--- src/rtl/uart_pkg.sv ---
// Shared UART definitions used by both the receiver and the transmitter.
package uart_pkg;

    localparam int unsigned DATA_BITS = 8;
    localparam int unsigned IDX_W     = $clog2(DATA_BITS);

    typedef enum logic [2:0] {
        IDLE,
        START,
        DATA,
        STOP,
        WAIT_IDLE
    } state_e;

endpackage

--- src/rtl/sync_2ff.sv ---
// Two-flop synchronizer for asynchronous inputs, with a selectable reset value.
module sync_2ff #(
    parameter logic RST_VAL = 1'b1
) (
    input  logic clk,
    input  logic rst,
    input  logic d_i,
    output logic q_o
);

    logic [1:0] sync_q;

    always_ff @(posedge clk) begin
        if (rst) begin
            sync_q <= {2{RST_VAL}};
        end else begin
            sync_q <= {sync_q[0], d_i};
        end
    end

    assign q_o = sync_q[1];

endmodule

--- src/rtl/uart_rx.sv ---
// 8N1 UART receiver: mid-bit sampling, glitch rejection on the start bit,
// one-cycle data_valid / frame_err strobes and a single error per break.
module uart_rx
    import uart_pkg::*;
#(
    parameter int unsigned CLK_PER_BIT = 100
) (
    input  logic                 clk,
    input  logic                 rst,
    input  logic                 serial,
    output logic [DATA_BITS-1:0] data,
    output logic                 data_valid,
    output logic                 frame_err,
    output logic                 busy
);

    localparam int unsigned CW = $clog2(CLK_PER_BIT);
    localparam logic [CW-1:0]    HALF_M1  = CW'(CLK_PER_BIT / 2 - 1);
    localparam logic [CW-1:0]    BIT_M1   = CW'(CLK_PER_BIT - 1);
    localparam logic [IDX_W-1:0] IDX_LAST = IDX_W'(DATA_BITS - 1);

    logic                 rx_s;
    state_e               state_q;
    logic [CW-1:0]        cnt_q;
    logic [IDX_W-1:0]     idx_q;
    logic [DATA_BITS-1:0] shift_q;
    logic [DATA_BITS-1:0] data_q;
    logic                 valid_q;
    logic                 ferr_q;
    logic                 busy_q;

    sync_2ff #(
        .RST_VAL(1'b1)
    ) u_sync (
        .clk(clk),
        .rst(rst),
        .d_i(serial),
        .q_o(rx_s)
    );

    always_ff @(posedge clk) begin
        if (rst) begin
            state_q <= IDLE;
            cnt_q   <= '0;
            idx_q   <= '0;
            shift_q <= '0;
            data_q  <= '0;
            valid_q <= 1'b0;
            ferr_q  <= 1'b0;
            busy_q  <= 1'b0;
        end else begin
            valid_q <= 1'b0;
            ferr_q  <= 1'b0;
            case (state_q)
                IDLE: begin
                    if (!rx_s) begin
                        state_q <= START;
                        cnt_q   <= '0;
                        busy_q  <= 1'b1;
                    end
                end
                START: begin
                    if (cnt_q == HALF_M1) begin
                        cnt_q <= '0;
                        idx_q <= '0;
                        if (rx_s) begin
                            state_q <= IDLE;
                            busy_q  <= 1'b0;
                        end else begin
                            state_q <= DATA;
                        end
                    end else begin
                        cnt_q <= cnt_q + 1'b1;
                    end
                end
                DATA: begin
                    if (cnt_q == BIT_M1) begin
                        cnt_q          <= '0;
                        shift_q[idx_q] <= rx_s;
                        if (idx_q == IDX_LAST) begin
                            state_q <= STOP;
                        end else begin
                            idx_q <= idx_q + 1'b1;
                        end
                    end else begin
                        cnt_q <= cnt_q + 1'b1;
                    end
                end
                STOP: begin
                    // Leaving at mid-stop-bit gives half a bit of slack for the next start edge
                    if (cnt_q == BIT_M1) begin
                        cnt_q <= '0;
                        if (rx_s) begin
                            data_q  <= shift_q;
                            valid_q <= 1'b1;
                            state_q <= IDLE;
                            busy_q  <= 1'b0;
                        end else begin
                            ferr_q  <= 1'b1;
                            state_q <= WAIT_IDLE;
                        end
                    end else begin
                        cnt_q <= cnt_q + 1'b1;
                    end
                end
                WAIT_IDLE: begin
                    if (rx_s) begin
                        state_q <= IDLE;
                        busy_q  <= 1'b0;
                    end
                end
                default: begin
                    state_q <= IDLE;
                    busy_q  <= 1'b0;
                end
            endcase
        end
    end

    assign data       = data_q;
    assign data_valid = valid_q;
    assign frame_err  = ferr_q;
    assign busy       = busy_q;

endmodule
--- config.mk ---
export PLATFORM = sky130hd
export DESIGN_NAME = uart_rx
export DESIGN_NICKNAME = d
export VERILOG_FILES = /design/src/rtl/uart_pkg.sv /design/src/rtl/sync_2ff.sv /design/src/rtl/uart_rx.sv
export SDC_FILE = /design/constraint.sdc
export NUM_CORES = 1
export LEC_CHECK = 0
export ABC_AREA = 0
export CAP_MARGIN = 20
export CELL_PAD_IN_SITES_DETAIL_PLACEMENT = 0
export CELL_PAD_IN_SITES_GLOBAL_PLACEMENT = 2
export CORE_MARGIN = 4
export CORE_UTILIZATION = 30
export DETAILED_ROUTE_END_ITERATION = 12
export GPL_ROUTABILITY_DRIVEN = 0
export PLACE_DENSITY_LB_ADDON = 0.1
export SYNTH_ARGS = -nofsm -noshare
export SYNTH_HDL_FRONTEND = slang
export SYNTH_SLANG_ARGS = --single-unit
--- constraint.sdc ---
create_clock -name clk -period 2.4 [get_ports clk]
set_clock_uncertainty 0.05 [all_clocks]
set_input_delay 0.24 -clock clk [delete_from_list [all_inputs] [get_ports clk]]
set_output_delay 0.24 -clock clk [all_outputs]
set_load 0.02 [all_outputs]
==> metrics.txt <==
R2R Setup Slk 360 ps; Clock Tree Buf Depth 2; # fillers 588; first-pass GRT wire length 6.70 mm; initial antenna violation count 0; Tcrit/Tclk final 84.8%; P&R area growth vs syn 18.0%; clk_lat worst skew 280 ps; vias per cell 4.95; P_leak 0.704 nW; Final Hold Fails 0; ANT cells 0; PwrDens 585 nW/um2; CP cell instances ha_1 > nand2b_1 > nor4_2 > and2_1 > mux2i_1; Clock Pin Slew Worst Setup and Hold Paths 70 ps; CP arrival 2200 ps; Main synth FF type dfxtp_1; Critical Path End Type flop; die area 6870 um2; hold depth 1; worst r2r src cnt_q[0]$_SDFFE_PP0P_; Mapped Nets 197; io pins 14; final WL 3.92 mm; RSZ-0062 raised after global routing no; CTS H-tree depth 2; hold endpoint u_sync.sync_q[1]$_SDFF_PP1_; critical path class reg -> reg; Hold Startpoint u_sync.sync_q[0]$_SDFF_PP1_; worst path required time 2560 ps; Max stage delay on crit path 440 ps; Root Buffer Master clkbuf_8; Total Power 0.00116 W; post-CTS setup buffers 0; Worst-Margin Slew 707 ps; Layout Nets 209; vias in the first global route 1277; Max Clk Rate 491 MHz; drt drc 0; Initial DRC Count 116; outcome finished clean; largest net degree at the start of global routing 17; grt total ovfl 0; Synth cell types 40; fraction of layout cells with a size suffix above 1 11.4%; relative max-transition margin 52.9%; Post-synth EDFFs 0; Vert. Die Dim 82.9 um; GRT Total Usage 12.0%; Startpoint Class flop; Final setup viols 0; Starting Density 30.7%; HPWL after DPL 2.74 mm; final slew viol count 0; total CTS buffers 5; Avg Synthesized Cell Area 8.86 um2; Fin Setup TNS 0 ps; IO buf count 13; Synth Register Bits 34; post-synthesis async set-or-reset flop share 0%; Die W 82.9 um; ANT nets after route 0; CTS tree done; cts repair resizes 0; CTS sink cnt 34; cts hold-fix bufs 0; synthesized area 1680 um2; r2r worst-path depth 5; Peak VDD IR 0.314 mV; Synth warnings 0; FP Rows 27; Core Region 5470 um2; max cap viols 0; Avg WL per Cell 14.3 um; CP max FO 7; post-route minimum period 2040 ps; DR pass1 iterations 4; Reg2Reg Capture Point data[4]$_SDFFE_PP0P_; Max stage delay cell, worst path nor4_2; Seq/Total Area, Yosys 40.4%; vias 1356; cells after synthesis 190; Tightest Hold Check Type reg -> reg
-- state kept, by name, indices dropped and copies added, names as in the netlist --
signal / count
data: 8
shift_q: 8
cnt_q: 7
idx_q: 3
state_q: 3
u_sync.sync_q: 2
busy: 1
data_valid: 1
frame_err: 1
-- synthesized netlist by cell type (2+ instances only) --
library cell / instances / area share [%]
a21oi_1: 9 / 2.7
and2_1: 2 / 0.74
buf_2: 2 / 0.59
clkbuf_1: 7 / 1.6
dfxtp_1: 34 / 40
ha_1: 4 / 3.0
inv_1: 5 / 1.1
mux2i_1: 20 / 12
nand2_1: 40 / 8.9
nand2b_1: 2 / 0.74
nand3_1: 4 / 1.2
nand4_1: 4 / 1.5
nor2_1: 6 / 1.3
nor2b_1: 3 / 1.1
nor3_1: 4 / 1.2
nor3b_1: 4 / 1.8
nor4_1: 4 / 1.5
o211ai_1: 2 / 0.89
o21ai_0: 6 / 1.8
o22ai_1: 3 / 1.1
or2_2: 4 / 1.5
or4_1: 3 / 1.3
-- cell type report --
| type | count | area (um2) | area share, % |
|---|---|---|---|
| timing repair buffer | 17 | 160 | 8.07 |
| clock buffer | 6 | 82.6 | 4.16 |
| multi-input combinational | 139 | 923 | 46.5 |
| clock inverter | 1 | 30.0 | 1.51 |
| tap | 72 | 90.1 | 4.54 |
| sequential | 34 | 681 | 34.3 |
| inverter | 5 | 18.8 | 0.945 |
-- layer usage --
layer	routed length [um]	global-route usage [%]
met1	2020	17.7
met2	1690	16.5
met3	169	2.68
met4	46	5.35
met5	0	0
-- how the worst max path moves through the flow --
stage	from	end	cells after the start
4_1_cts	cnt_q[0]$_SDFFE_PP0P_	data[4]$_SDFFE_PP0P_	5
5_1_grt	cnt_q[0]$_SDFFE_PP0P_	data[4]$_SDFFE_PP0P_	5
3_3_place_gp	cnt_q[0]$_SDFFE_PP0P_	data[2]$_SDFFE_PP0P_	5
2_1_floorplan	cnt_q[0]$_SDFFE_PP0P_	idx_q[0]$_SDFFE_PP0P_	5
3_5_place_dp	cnt_q[0]$_SDFFE_PP0P_	data[4]$_SDFFE_PP0P_	5
6_report	cnt_q[0]$_SDFFE_PP0P_	data[4]$_SDFFE_PP0P_	5
-- logic make-up (layout without fill, tap and decap cells) --
logic type                 after synthesis  count (layout)  synth area share (%)
AOI/OAI and AO/OA                       29              29                  11.9
muxes                                   20              20                  11.9
and+or+nand+nor                         86              86                  28.1
adders and majority gates                4               4                  2.97
DFF                                     34              34                  40.4
buffers and inverters                   17              29                  4.68
-- placed cells by master (no fill, tap or decap), types with 5 or more instances in the layout --
cell type        count
nand2_1             40
inv_1                5
clkdlybuf4s50_1     13
mux2i_1             20
a21oi_1              9
clkbuf_8             6
dfxtp_1             34
o21ai_0              6
nor2_1               6
-- metrics by stage --
step	hold slack, ps	worst slack [ps]	cell area, um2	util [%]	cells
after floorplan	294	657	1680	-	190
after global placement	352	503	1870	34.2	267
after detailed placement	344	398	1870	34.2	267
after CTS	362	357	1990	36.3	274
after global routing	373	122	1990	36.3	274
final	363	364	1990	36.3	274
-- power breakdown --
part           internal [W]  switching (W)
Sequential         0.000568     0.00000517
Clock              0.000332       0.000211
Combinational     0.0000168      0.0000277
Total              0.000917       0.000244
-- worst max-delay path, delay by kind of cell, from the launching register on --
family                     cells  cell delay (ps)
muxes                          1              230
adders and majority gates      1              220
DFF                            1              400
and+or+nand+nor                3             1060
No activity file was read; power rests on OpenSTA's default activity.
